===== config.mk =====
export PLATFORM = sky130hd
export DESIGN_NAME = scoreboard_display
export DESIGN_NICKNAME = d
export VERILOG_FILES = /design/src/rtl/nim_display_pkg.sv /design/src/rtl/bcd_to_seg7.sv /design/src/rtl/scoreboard_display.sv
export SDC_FILE = /design/constraint.sdc
export NUM_CORES = 1
export LEC_CHECK = 0
export CAP_MARGIN = 10
export CORE_MARGIN = 5
export CORE_UTILIZATION = 57
export DETAILED_ROUTE_END_ITERATION = 6
export PLACE_DENSITY = 0.84
export SLEW_MARGIN = 15
export SYNTH_ARGS = -nofsm -noshare
export SYNTH_HDL_FRONTEND = slang
export SYNTH_SLANG_ARGS = --single-unit

===== constraint.sdc =====
create_clock -name clk -period 2.37 [get_ports clk]
set_input_delay 0.474 -clock clk [delete_from_list [all_inputs] [get_ports clk]]
set_output_delay 0.474 -clock clk [all_outputs]
set_load 0.005 [all_outputs]

===== src/rtl/nim_display_pkg.sv =====
// Shared types and seven-segment encoding for the Nim scoreboard display.
// Segment patterns are active-low {g,f,e,d,c,b,a}.
package nim_display_pkg;

    typedef logic [1:0] digit_idx_t;

    localparam logic [6:0] SEG_BLANK = 7'b1111111;
    localparam logic [6:0] SEG_DASH  = 7'b0111111;

    // Non-BCD codes render as a lone middle bar so bad counter values are visible.
    function automatic logic [6:0] bcd_to_seg(input logic [3:0] bcd);
        logic [6:0] s;
        case (bcd)
            4'd0:    s = 7'b1000000;
            4'd1:    s = 7'b1111001;
            4'd2:    s = 7'b0100100;
            4'd3:    s = 7'b0110000;
            4'd4:    s = 7'b0011001;
            4'd5:    s = 7'b0010010;
            4'd6:    s = 7'b0000010;
            4'd7:    s = 7'b1111000;
            4'd8:    s = 7'b0000000;
            4'd9:    s = 7'b0010000;
            default: s = SEG_DASH;
        endcase
        return s;
    endfunction

endpackage


===== src/rtl/bcd_to_seg7.sv =====
// Combinational BCD to active-low seven-segment decoder with a blank override.
module bcd_to_seg7
    import nim_display_pkg::*;
(
    input  logic [3:0] bcd,
    input  logic       blank,
    output logic [6:0] seg
);

    assign seg = blank ? SEG_BLANK : bcd_to_seg(bcd);

endmodule


===== src/rtl/scoreboard_display.sv =====
// Four-digit multiplexed common-anode driver: frame snapshots, guard interval,
// leading-zero blanking on the tens digits and a blink mode.
module scoreboard_display
    import nim_display_pkg::*;
#(
    parameter int REFRESH_DIV = 100000,
    parameter int GUARD       = 16,
    parameter int BLINK_DIV   = 25000000,
    parameter int LZ_BLANK    = 1
) (
    input  logic       clk,
    input  logic       reset,
    input  logic [3:0] leftscoreLeft,
    input  logic [3:0] leftscoreRight,
    input  logic [3:0] rightscoreLeft,
    input  logic [3:0] rightscoreRight,
    input  logic       blink,
    output logic [3:0] an,
    output logic [6:0] seg,
    output logic       dp
);

    localparam int CW = (REFRESH_DIV > 1) ? $clog2(REFRESH_DIV) : 1;
    localparam int BW = (BLINK_DIV > 1) ? $clog2(BLINK_DIV) : 1;
    localparam logic [CW-1:0] CNT_LAST  = CW'(REFRESH_DIV - 1);
    localparam logic [CW-1:0] CNT_GUARD = CW'(GUARD);
    localparam logic [BW-1:0] BLK_LAST  = BW'(BLINK_DIV - 1);

    logic [CW-1:0]      cnt_q, cnt_d;
    digit_idx_t         idx_q, idx_d;
    logic [3:0][3:0]    snap_q, snap_d;
    logic [BW-1:0]      bcnt_q, bcnt_d;
    logic               phase_q, phase_d;
    logic [3:0]         an_q, an_d;
    logic [6:0]         seg_q, seg_d;
    logic               dp_q, dp_d;

    logic               wrap;
    logic               lit;
    logic [3:0]         cur_bcd;
    logic               cur_blank;
    logic [6:0]         dec_seg;

    assign cur_bcd   = snap_q[idx_q];
    assign cur_blank = (LZ_BLANK != 0) && idx_q[0] && (cur_bcd == 4'd0);

    bcd_to_seg7 u_dec (
        .bcd   (cur_bcd),
        .blank (cur_blank),
        .seg   (dec_seg)
    );

    always_comb begin
        wrap    = (cnt_q == CNT_LAST);
        cnt_d   = wrap ? '0 : cnt_q + CW'(1);
        idx_d   = wrap ? idx_q + 2'd1 : idx_q;
        snap_d  = snap_q;
        if (wrap && idx_q == 2'd3)
            snap_d = {leftscoreLeft, leftscoreRight, rightscoreLeft, rightscoreRight};

        bcnt_d  = '0;
        phase_d = 1'b0;
        if (blink) begin
            if (bcnt_q == BLK_LAST) begin
                bcnt_d  = '0;
                phase_d = ~phase_q;
            end else begin
                bcnt_d  = bcnt_q + BW'(1);
                phase_d = phase_q;
            end
        end

        // Dark phase uses the next phase value so the blackout lines up with the wrap.
        lit  = (cnt_q >= CNT_GUARD) && !phase_d;
        an_d  = lit ? ~(4'b0001 << idx_q) : 4'b1111;
        seg_d = lit ? dec_seg : SEG_BLANK;
        dp_d  = !(lit && idx_q == 2'd2);
    end

    always_ff @(posedge clk) begin
        if (reset) begin
            cnt_q   <= '0;
            idx_q   <= '0;
            snap_q  <= '0;
            bcnt_q  <= '0;
            phase_q <= 1'b0;
            an_q    <= 4'b1111;
            seg_q   <= SEG_BLANK;
            dp_q    <= 1'b1;
        end else begin
            cnt_q   <= cnt_d;
            idx_q   <= idx_d;
            snap_q  <= snap_d;
            bcnt_q  <= bcnt_d;
            phase_q <= phase_d;
            an_q    <= an_d;
            seg_q   <= seg_d;
            dp_q    <= dp_d;
        end
    end

    assign an  = an_q;
    assign seg = seg_q;
    assign dp  = dp_q;

endmodule

== Yosys cells after proc, flatten, opt, wreduce, memory -nomap -nowiden ==
Memories as Yosys holds them, arrays and structs flattened. A register that Yosys moved wholly into a read port is not among the register bits.
Index checks and enable logic that the tools add are counted.

* Register bits after elaboration: 66
* Latch bits: 0
* Memory bits (writable): 0
* Memory bits (read-only): 112
* Output and inout bits: 12
* Word-level logic and storage cells: 40
* Memories kept: 1

* Add/subtract/negate cells: 3
* Multipliers: 0
* Divide/modulo/power cells: 0
* Magnitude comparators: 2
* Equal/unequal tests: 4
* Shift operators: 1
* Mux-type cells: 4
* Bitwise logic cells: 4
* Reduce and logical (&&, ||, !) cells: 11

{| class="wikitable"
|+ Memory list
! memory !! words !! width !! read ports !! clocked after memory_dff !! write ports !! line !! RTL
|-
| (name not given) || 16 || 7 || 1 || 1 || 0 || nim_display_pkg.sv:13 || <nowiki>case (bcd)</nowiki>
|}

{| class="wikitable"
|+ Operator list
! operator !! count
|-
| 25-bit by 1-bit adder with 25-bit output, second input constant || 1
|-
| 25-bit equality test, second input constant || 1
|-
| 17-bit by 1-bit adder with 17-bit output, second input constant || 1
|-
| 17-bit equality test, second input constant || 1
|-
| 17-bit by 5-bit >= comparator with 1-bit output, second input constant || 1
|-
| 4-bit binary-select mux with 2-bit select || 1
|-
| 3-bit OR reduction || 2
|-
| 2-bit equality test, second input constant || 2
|-
| 1-bit logical AND || 4
|-
| 4-bit logical NOT || 1
|-
| 4-bit two-way mux || 1
|-
| 4-bit NOT || 1
|-
| 2-bit OR reduction || 2
|-
| 1-bit by 2-bit << shifter with 4-bit output, first input constant || 1
|-
| 2-bit by 3-bit less-than comparator with 1-bit output, second input constant || 1
|-
| 1-bit NOT || 3
|-
| 2-bit by 1-bit adder with 2-bit output, second input constant || 1
|-
| 1-bit logical NOT || 2
|-
| 1-bit two-way mux || 2
|}

== Logic depth before layout (Yosys ltp) ==
Gate-level depths: netlist of run 1.

* Word-level depth: 7
* Mapped depth: 9

== Hierarchy ==
From an unflattened synthesis of run 1, not the netlist that was laid out.

* Cell total of the unflattened synthesis: 408
* Area total of the unflattened synthesis: 3508.4 sq um

{| class="wikitable"
|+ Modules (own cells, without submodules)
! module !! times used !! cells an instance !! area an instance (sq um) !! sequential area each (sq um)
|-
| scoreboard_display || 1 || 373 || 3275.6 || 1461.4
|-
| bcd_to_seg7 || 1 || 35 || 232.7 || 0.0
|}

== Least setup slack after synthesis of run 1 ==
OpenSTA, ideal clock, no wires.

* Kind: register to register
* Start point: register idx_q[0]
* End point: register seg_q[6] (netlist: seg[6])
* Data arrival time: 1965 ps
* Required time: 2302 ps
* Slack: 338 ps
* Cell stages (with the launch flop): 9
* Path buffers: 1
* Period minus slack after synthesis: 2032 ps
* Cell sequence: dfxtp_1 > buf_2 > mux4_2 > inv_1 > ha_1 > inv_1 > o41ai_2 > nor3b_4 > o21ai_2

* Cells in the longest elaborated chain, start to end: 5

{| class="wikitable"
|+ RTL lines
! what !! line !! RTL
|-
| start, declared || scoreboard_display.sv:30 || <nowiki>digit_idx_t idx_q, idx_d;</nowiki>
|-
| start signal, assigned || scoreboard_display.sv:92 || <nowiki>idx_q <= idx_d;</nowiki>
|-
| 4-bit binary-select mux with 2-bit select || scoreboard_display.sv:44 || <nowiki>assign cur_bcd = snap_q[idx_q];</nowiki>
|-
| 4-bit two-way mux (not written as such) || scoreboard_display.sv:44 ||
|-
| 4-bit logical NOT || scoreboard_display.sv:45 || <nowiki>assign cur_blank = (LZ_BLANK != 0) && idx_q[0] && (cur_bcd == 4'd0);</nowiki>
|-
| 1-bit logical AND || scoreboard_display.sv:45 ||
|-
| 3-bit OR reduction (no line) || -- ||
|-
| end, declared || scoreboard_display.sv:35 || <nowiki>logic [6:0] seg_q, seg_d;</nowiki>
|}

Several ways; a longest one is shown, not always the timed one. The select of a mux whose other input is x is not followed.
A chain may end at the register's enable or synchronous reset.

== Final worst setup path of run 1 ==
* Start point: register bcnt_q[0]
* End point: register an_q[1] (netlist: an[1])

* Cells in the longest elaborated chain, start to end: 7

{| class="wikitable"
|+ RTL lines
! what !! line !! RTL
|-
| start, declared || scoreboard_display.sv:32 || <nowiki>logic [BW-1:0] bcnt_q, bcnt_d;</nowiki>
|-
| start signal, assigned || scoreboard_display.sv:94 || <nowiki>bcnt_q <= bcnt_d;</nowiki>
|-
| 25-bit equality test || scoreboard_display.sv:64 || <nowiki>if (bcnt_q == BLK_LAST) begin</nowiki>
|-
| 1-bit two-way mux || scoreboard_display.sv:64 ||
|-
| 1-bit two-way mux || scoreboard_display.sv:63 || <nowiki>if (blink) begin</nowiki>
|-
| 1-bit logical NOT || scoreboard_display.sv:74 || <nowiki>lit = (cnt_q >= CNT_GUARD) && !phase_d;</nowiki>
|-
| 1-bit logical AND || scoreboard_display.sv:74 ||
|-
| 1-bit NOT (no line) || -- ||
|-
| 2-bit OR reduction (no line) || -- ||
|-
| end signal, assigned || scoreboard_display.sv:96 || <nowiki>an_q <= an_d;</nowiki>
|-
| end, declared || scoreboard_display.sv:34 || <nowiki>logic [3:0] an_q, an_d;</nowiki>
|}

Every way passes these cells.

==> results.md, run 1 <==
* CTS H-tree depth at 3
* FMAX at 461 MHz
* First-pass GRT wire length at 10500 um
* Root Buffer: clkbuf_8
* Clock period minus worst slack at 2.17 ns
* Layout cells sized above 1 at 9.38%
* Row count at 27
* Design area at 3810 um2
* GR peak layer: met2
* Crit path capture type: register
* IO buf count at 30
* Grt total ovfl at 0
* Worst Skew at 0.00643 ns
* Critical Path RT at 2.55 ns
* Synthesized area at 3260 um2
* Detailed Place HPWL at 4190 um
* CTS Buf Count at 9
* Placed Area at 3630 um2
* Starting Density at 58.8%
* Clock Latency Late Sink at 0.33 ns
* P&R area growth vs syn at 17.2%
* Die height at 85.6 um
* Die extent in x at 85.6 um
* Arrival time at the worst endpoint at 2.35 ns
* GR Util met3 at 4.61%
* Final ANT Viol Nets at 0
* Placed Cells at 440
* Clock Pin Slew Worst Setup and Hold Paths at 0.07 ns
* IO Count at 31
* Final Power at 2.24 mW
* Unique masters post-synth at 42
* M1 GR Usage at 22.2%
* Synth Register Bits at 73
* Full die area at 7320 um2
* Vias/cell at 5.31
* Final setup violation count at 0
* Multi-input logic area at 1690 um2
* Antenna violations before repair at 0
* Pins Over Slew Limit at 0
* Fin util at 68.9%
* Max clock buf depth at 2
* Status: finished, final reports clean
* Non-Filler Instances at 456
* Unrepaired setup endpoints after global routing: false
* Post-CTS Hold Fix Bufs at 0
* CP max FO at 6
* Final Hold Fails at 0
* DRT Pass-1 Iters at 5
* Max-cap violations at 0
* Worst relative slew slack at 62.7%
* Slew of the pin with the lowest slew margin at 0.554 ns
* Core area at 5540 um2
* Filler instances at 435
* Sequential Area at 1460 um2
* Clk sinks at 73
* All-Layer GR Usage at 17.6%
* Mapped Cells at 342
* Residual DRC at 0
* Synth warnings at 0
* Post-cts gate resize count at 0
* Setup Crit Path Kind: register to register
* Total Wirelength at 5920 um
* Critical Path Source Type: register
* N_diodes at 0
* Vias at 2423
* Largest net degree at the start of global routing at 25
* Average size of a mapped cell at 9.52 um2
* EDFF count, synth at 0
* Most used flip-flop cell after synthesis: dfxtp_1
* Setup Fix Bufs, Post-CTS at 0
* Min-delay worst type: register to register
* Max VDD drop at 0.286 mV
* Routability cong. at 0.815
* Vias in the first global route at 2423
* GR Util met2 at 28.3%
* Seq/Total Area, Yosys at 44.9%
* Mapped Nets at 372
* Total Nets Final at 409
* Total Neg Setup Slack at 0 ns
* Tcrit/Tclk final at 91.5%
* Starting DRT DRC Count at 88
* Leak at 1.46 nW
* CTS tree: built
* Async SR Flop Fraction at 0%
* Pwr Density at 587 nW/um2
* WL/cell at 13.0 um
-- power by group --
part | switching [mW] | internal [mW] | leakage, nW | total [mW]
registers | 0.00669 | 1.23 | 0.589 | 1.24
clock network | 0.420 | 0.513 | 0.0974 | 0.934
logic | 0.0291 | 0.0369 | 0.775 | 0.0660
total | 0.456 | 1.78 | 1.46 | 2.24
-- synth_stat cells (3+ instances only) --
cell type	n	share of area, %
dfxtp_1	73	45
nor2_1	68	7.8
nand2_1	24	2.8
xor2_1	23	6.2
mux2i_1	20	6.1
xnor2_1	17	4.6
nand3_1	16	2.5
ha_1	11	4.2
inv_1	10	1.2
nand4_1	8	1.5
nor3_1	7	1.1
o21ai_0	6	0.92
and3_1	5	0.96
o211ai_1	5	1.2
buf_2	4	0.61
nand2b_1	4	0.77
nor4_1	4	0.77
a21oi_1	3	0.46
mux4_2	3	2.1
nor4_2	3	1.2
-- critical path: stages, from the launching register on --
cell	delay (ns)
dfxtp_1	0.40
ha_1	0.23
nand3_1	0.30
nor4_4	0.42
nand2_1	0.14
xor2_1	0.39
o211ai_1	0.14
-- flip-flops by register name, indices dropped and copies added (netlist names) --
signal	flops
seg	7
cnt_q	17
phase_q	1
bcnt_q	25
dp	1
snap_q	16
an	4
idx_q	2
-- final cells by class --
cell class	instances	share of cell area (%)
Sequential cell	73	38.3
Multi-Input combinational cell	249	44.3
Tap cell	72	2.36
Timing Repair Buffer	36	9.05
Clock inverter	3	1.05
Inverter	10	0.984
Clock buffer	13	3.90
-- cells by family after synthesis --
family          Yosys count  synth area share (%)
simple gates            154                  24.1
flops                    73                  44.9
xor+xnor                 40                  10.8
mux                      24                  8.57
compound gates           20                  4.34
buf+inv                  20                  3.15
fa+ha+maj                11                  4.23
-- metal layers --
metal | up-vias | share of wire, %
met4 | 0 | 2.1
li1 | 1232 | -
met3 | 13 | 4.3
met2 | 45 | 47
met1 | 1133 | 46
met5 | - | 0
-- path summary, 6_finish.rpt --
kind | startpoint | to | slack, ns | depth (start not counted)
setup / recovery | bcnt_q[0] | an[1] | 0.20 | 6
hold / removal | cnt_q[0] | cnt_q[0] | 0.48 | 1
setup reg to reg | bcnt_q[0] | an[1] | 0.20 | 6
hold reg to reg | cnt_q[0] | cnt_q[0] | 0.48 | 1
-- through the flow --
stage	hold WS (ns)	setup WS, ns
3_3_place_gp	0.454	0.261
2_1_floorplan	0.437	0.338
3_5_place_dp	0.468	0.194
4_1_cts	0.486	0.201
5_1_grt	0.527	0.0438
6_report	0.483	0.202
-- cell usage in the layout (no fill, tap or decap), types with 6 or more instances in the layout --
master and n:
buf_4 6, clkbuf_8 10, clkdlybuf4s50_1 30, dfxtp_1 73
ha_1 11, inv_1 10, mux2i_1 20, nand2_1 24
nand3_1 16, nand4_1 8, nor2_1 68, nor3_1 7
o21ai_0 6, xnor2_1 17, xor2_1 23
Power figures use the tool's default switching activity.
==> run 2, diff against run 1 <==
clock period = 2.1 ns   (was 2.37 ns; I/O delays follow)
==> run 2 against run 1 <==
  * Register-to-register slack got worse by 0.07 ns
  * Clock skew increased by 0.0042 ns
  * Power increased by 31%
  * Routed wire length increased by 4.9%
  * Fmax increased by 9.9%
  * Clock-buffer cell count decreased by 4
  * Hold slack improved by 0.0053 ns
  * Clock power increased by 55%
  * Non-clock buffer count increased by 4
  * Core utilization increased by 2.3 points
  * Sequential share of layout area decreased by 1.2 points
  * Worst setup slack got worse by 0.075 ns
  * Largest cell class unchanged
==> results.md, run 2 (synthesized netlist as in run 1, its figures left out) <==
* Row count at 27 (unchanged)
* Slew of the pin with the lowest slew margin at 0.603 ns (+0.0484 ns)
* Internal power at 2.34 mW (+32%)
* Detailed Place HPWL at 4180 um (-0.21%)
* IO Count at 31 (unchanged)
* Crit path capture type: register
* Arrival time at the worst endpoint at 2.21 ns (-0.14 ns)
* CTS Buf Count at 9 (unchanged)
* Largest net degree at the start of global routing at 25 (unchanged)
* WL/cell at 13.5 um (+4.0%)
* Placed Cells at 444 (+0.91%)
* Layout cells sized above 1 at 11.3% (+2.0 points)
* Final setup violation count at 0 (unchanged)
* Min-delay worst type: register to register
* All-Layer GR Usage at 18.2% (+0.60 points)
* Grt total ovfl at 0 (unchanged)
* Total Wirelength at 6210 um (+4.9%)
* Pwr Density at 741 nW/um2 (+26%)
* Pins Over Slew Limit at 0 (unchanged)
* Vias/cell at 5.38 (+1.2%)
* Unrepaired setup endpoints after global routing: false
* Most frequent cells in the layout: dfxtp_1, nor2_1, clkdlybuf4s50_1
* Routability cong. at 0.750 (-8.0%)
* Setup Crit Path Kind: register to register
* Vias in the first global route at 2346 (-3.2%)
* Top Registers: bcnt_q (25), cnt_q (17), snap_q (16)
* Clock Latency Late Sink at 0.35 ns (+0.02 ns)
* Clock period minus worst slack at 1.97 ns (-0.195 ns)
* Status: finished, final reports clean
* Final ANT Viol Nets at 0 (unchanged)
* Non-Filler Instances at 460 (+0.88%)
* N_diodes at 0 (unchanged)
* Starting DRT DRC Count at 134 (+52%)
* Sequential share of power at 47.8% (-7.5 points)
* Max clock buf depth at 2 (unchanged)
* Die height at 85.6 um (unchanged)
* First-pass GRT wire length at 10700 um (+1.1%)
* Top reg by flops: bcnt_q
* DRT Pass-1 Iters at 5 (unchanged)
* Clock Pin Slew Worst Setup and Hold Paths at 0.08 ns (about the same)
* CP max FO at 5 (-1)
* Max-cap violations at 0 (unchanged)
* Max FFs per register at 25 (unchanged)
* Net Sw Frac at 19.8% (-0.61 points)
* Vias at 2474 (+2.1%)
* Total Neg Setup Slack at 0 ns (unchanged)
* R2R Setup Slk at 0.13 ns (-0.07 ns)
* IO buf count at 30 (unchanged)
* FMAX at 507 MHz (+9.9%)
* Starting Density at 58.8% (unchanged)
* P&R area growth vs syn at 21.1%
* Clk sinks at 73 (unchanged)
* Worst relative slew slack at 59.5% (-3.3 points)
* Critical Path RT at 2.34 ns (-0.21 ns)
* Final Hold Fails at 0 (unchanged)
* Worst Skew at 0.0106 ns (+0.00419 ns)
* Leak at 1.52 nW (+4.3%)
* Full die area at 7320 um2 (unchanged)
* Most common cell after layout, fill and taps aside: dfxtp_1
* Tcrit/Tclk final at 93.9% (+2.5 points)
* Die extent in x at 85.6 um (unchanged)
* Total Nets Final at 413 (+0.98%)
* Clk pwr share at 49.5% (+7.8 points)
* Critical Path Source Type: register
* P_sw at 0.578 mW (+27%)
* Residual DRC at 0 (unchanged)
* Antenna violations before repair at 0 (unchanged)
* CTS H-tree depth at 3 (unchanged)
* CTS tree: built
* Root Buffer: clkbuf_8
* Comb pwr share at 2.7% (-0.2 points)
* Max VDD drop at 0.403 mV (+41%)
* Core area at 5540 um2 (unchanged)
run 2: changes by cell type in the layout (fill, tap and decap cells not counted):
cell,change
xor2_1,-1
buf_12,+1
buf_4,+3
clkbuf_8,-1
bufinv_16,+3
xor2_2,+1
clkinv_4,+2
clkbuf_1,-3
clkinv_2,-1
run 2: final timing paths:
check,startpoint,to,cells past startpoint
max,bcnt_q[0],bcnt_q[14],7
min reg2reg,cnt_q[0],cnt_q[0],1
min,cnt_q[0],cnt_q[0],1
max reg2reg,bcnt_q[0],bcnt_q[14],7
run 2: power groups by stage:
stage / registers [mW] / clock network [mW] / logic [mW]
after floorplan: 1.43 / 0 / 0.0355
after global placement: 1.43 / 0 / 0.0775
after global routing: 1.40 / 1.54 / 0.0870
final: 1.40 / 1.45 / 0.0792
after detailed placement: 1.43 / 0 / 0.0788
after CTS: 1.40 / 1.47 / 0.0798
run 2: final cells by class:
type,count,area (um2)
clock inverters,7,143
repair buffers,40,388
clock buffers,9,124
fillers,405,1600
well taps,72,90.1
inverters,10,37.5
multi-input cells,249,1700
flip-flops and latches,73,1460
run 2: critical path, cell delays in order, from the launching register on:
cell and delay (ns):
dfxtp_1 0.41, ha_1 0.22, nand3_1 0.18, buf_4 0.21, nor4_2 0.48, nand3_1 0.16
xor2_1 0.16, nor2_1 0.06
run 2: timing repair:
item                       CTS  global route
resized for setup            0             1
hold buffers                 0             0
buffers inserted             0             0
setup endpoints to repair    0             1
run 2: through the flow:
stage	total power [mW]	utilization (%)	cell area (um2)	hold slack, ns	setup WS (ns)
global placement	1.51	66.2	3670	0.458	0.217
CTS	2.95	71.0	3940	0.489	0.127
detailed placement	1.51	66.2	3670	0.466	0.152
finish	2.92	71.2	3940	0.488	0.127
floorplan	1.46	-	3260	0.437	0.0676
global route	3.02	71.2	3940	0.516	0.00367
run 2: routing by layer:
metal / share of wire (%) / track usage (%)
met1: 45 / 23.1
met2: 47 / 28.8
met3: 5.9 / 4.23
met4: 2.3 / 9.78
met5: 0 / 0
==> run 3, diff against run 2 <==
clock period = 1.9 ns   (was 2.1 ns; I/O delays follow)
==> run 3 against run 2 <==
  * Die area did not move
  * Core utilization rose by 0.45 points
  * Via count rose by 3.8%
  * Routed wire length rose by 8.1%
  * Worst setup slack got worse by 0.11 ns
  * Cell area rose by 0.63%
  * Critical path type unchanged
  * Largest power group is now registers
  * Highest routed layer unchanged
==> results.md, run 3 (synthesized netlist as in run 1, its figures left out) <==
* Clock period minus worst slack at 1.88 ns (-0.0919 ns)
* WL/cell at 14.3 um (+6.2%)
* Vias/cell at 5.49 (+2.0%)
* Layout cells sized above 1 at 14.4% (+3.1 points)
* Worst relative slew slack at 69.4% (+10 points)
* Filler instances at 405 (unchanged)
* CTS H-tree depth at 3 (unchanged)
* Clock Latency Late Sink at 0.34 ns (about the same)
* First-pass GRT wire length at 11000 um (+2.9%)
* Die height at 85.6 um (unchanged)
* Antenna violations before repair at 0 (unchanged)
* Total Neg Setup Slack at 0 ns (unchanged)
* Slew of the pin with the lowest slew margin at 0.455 ns (-0.148 ns)
* Root Buffer: clkbuf_8
* Core area at 5540 um2 (unchanged)
* Total Nets Final at 422 (+2.2%)
* Die extent in x at 85.6 um (unchanged)
* P&R area growth vs syn at 21.9%
* Starting Density at 58.8% (unchanged)
* Worst Skew at 0.00660 ns (-0.00402 ns)
* IO Count at 31 (unchanged)
* Min-delay worst type: register to register
* Setup Crit Path Kind: register to register
* Max VDD drop at 0.480 mV (+19%)
* Top reg by flops: bcnt_q
* Setup crit start: bcnt_q[8]
* Clk sinks at 73 (unchanged)
* Hold slack at 0.474 ns (-0.0140 ns)
* Max-cap violations at 0 (unchanged)
* Arrival time at the worst endpoint at 2.10 ns (-0.11 ns)
* All-Layer GR Usage at 18.8% (+0.51 points)
* Full die area at 7320 um2 (unchanged)
* RR Startpoint: bcnt_q[8]
* Vias in the first global route at 2435 (+3.8%)
* Final ANT Viol Nets at 0 (unchanged)
* Critical Path RT at 2.12 ns (-0.22 ns)
* Starting DRT DRC Count at 153 (+14%)
* Vias at 2567 (+3.8%)
* Final Hold Fails at 0 (unchanged)
* Unrepaired setup endpoints after global routing: true
* CTS Buf Count at 9 (unchanged)
* Clock Pin Slew Worst Setup and Hold Paths at 0.07 ns (about the same)
* DRT Pass-1 Iters at 4 (-1)
* Final setup violation count at 0 (unchanged)
* Most frequent cells in the layout: dfxtp_1, nor2_1, clkdlybuf4s50_1
* Max clock buf depth at 2 (unchanged)
* Detailed Place HPWL at 4690 um (+12%)
* Pins Over Slew Limit at 0 (unchanged)
* Row count at 27 (unchanged)
* Tcrit/Tclk final at 99.0% (+5.0 points)
* Design area at 3970 um2 (+0.63%)
* N_diodes at 0 (unchanged)
* Pwr Density at 671 nW/um2 (-9.4%)
* Total Wirelength at 6710 um (+8.1%)
* Max FFs per register at 25 (unchanged)
* Residual DRC at 0 (unchanged)
* FMAX at 532 MHz (+4.9%)
* Grt total ovfl at 0 (unchanged)
* CP max FO at 7 (+2)
* Top Registers: bcnt_q (25), cnt_q (17), snap_q (16)
* Status: finished, final reports clean
* Most common cell after layout, fill and taps aside: dfxtp_1
* IO buf count at 30 (unchanged)
* Placed Area at 3730 um2 (+1.7%)
* CTS tree: built
* Critical Path Source Type: register
* HP Start: cnt_q[0]
* Largest net degree at the start of global routing at 25 (unchanged)
* Routability cong. at 0.899 (+20%)
* Leak at 1.54 nW (+0.83%)
* Crit path capture type: register
## run 3: cell count changes in the layout (fill, tap and decap cells not counted), moves of 2 or more
cell	change
buf_4	+8
bufinv_16	-4
clkinv_2	+3
clkinv_4	-2
dfxtp_1	-3
dfxtp_4	+2
## run 3: report_power, final
group	switching (mW)	internal, mW
logic	0.0395	0.0506
clock network	0.539	0.493
registers	0.00734	1.53
total	0.586	2.08
## run 3: layout make-up
cell class | count | area (um2) | share of cell area (%)
Tap cell | 72 | 90.1 | 2.27
Timing Repair Buffer | 48 | 448 | 11.3
Inverter | 10 | 37.5 | 0.946
Multi-Input combinational cell | 250 | 1760 | 44.4
Clock inverter | 4 | 20.0 | 0.505
Clock buffer | 11 | 141 | 3.56
Sequential cell | 73 | 1470 | 37.1
## run 3: worst paths after layout
kind / endpoint / slack (ns) / cells past startpoint
worst max-delay path: seg[3] / 0.02 / 5
worst min-delay path: cnt_q[0] / 0.47 / 1
worst max register to register: seg[3] / 0.02 / 5
worst min register to register: cnt_q[0] / 0.47 / 1
## run 3: critical path, cell delays in order, from the launching register on
cell and delay, ns:
dfxtp_4 0.36, or4_4 0.54, nor4_4 0.26, a21oi_2 0.12, nor3b_4 0.36, nand2_1 0.12
## run 3: repair_timing
| action | 4_1_cts | 5_1_grt |
|---|---|---|
| gates resized for setup | 1 | 11 |
| hold buffers | 0 | 0 |
| pin swaps | 0 | 6 |
| setup endpoints to repair | 3 | 37 |
| gates cloned | 0 | 1 |
| buffers inserted | 1 | 1 |
## run 3: through the flow
stage	instances	setup slack, ns	power, mW	utilization, %
after floorplan	342	0.0414	1.62	-
after global placement	451	0.0733	1.67	67.4
after detailed placement	451	0.0167	1.67	67.4
after CTS	467	0.0107	2.69	70.4
after global routing	468	-0.0524	2.76	71.6
final	468	0.0192	2.66	71.6
## run 3: per-layer routing
metal  global-route usage, %  share of wire [%]  vias to the layer above  wire [um]
met1                    22.2                 44                     1227       2950
met5                       0                  0                        -          0
met2                    32.6                 49                       64       3310
met3                    3.36                4.5                       13        305
met4                    9.21                2.0                        0        136
li1                        -                  -                     1263          -
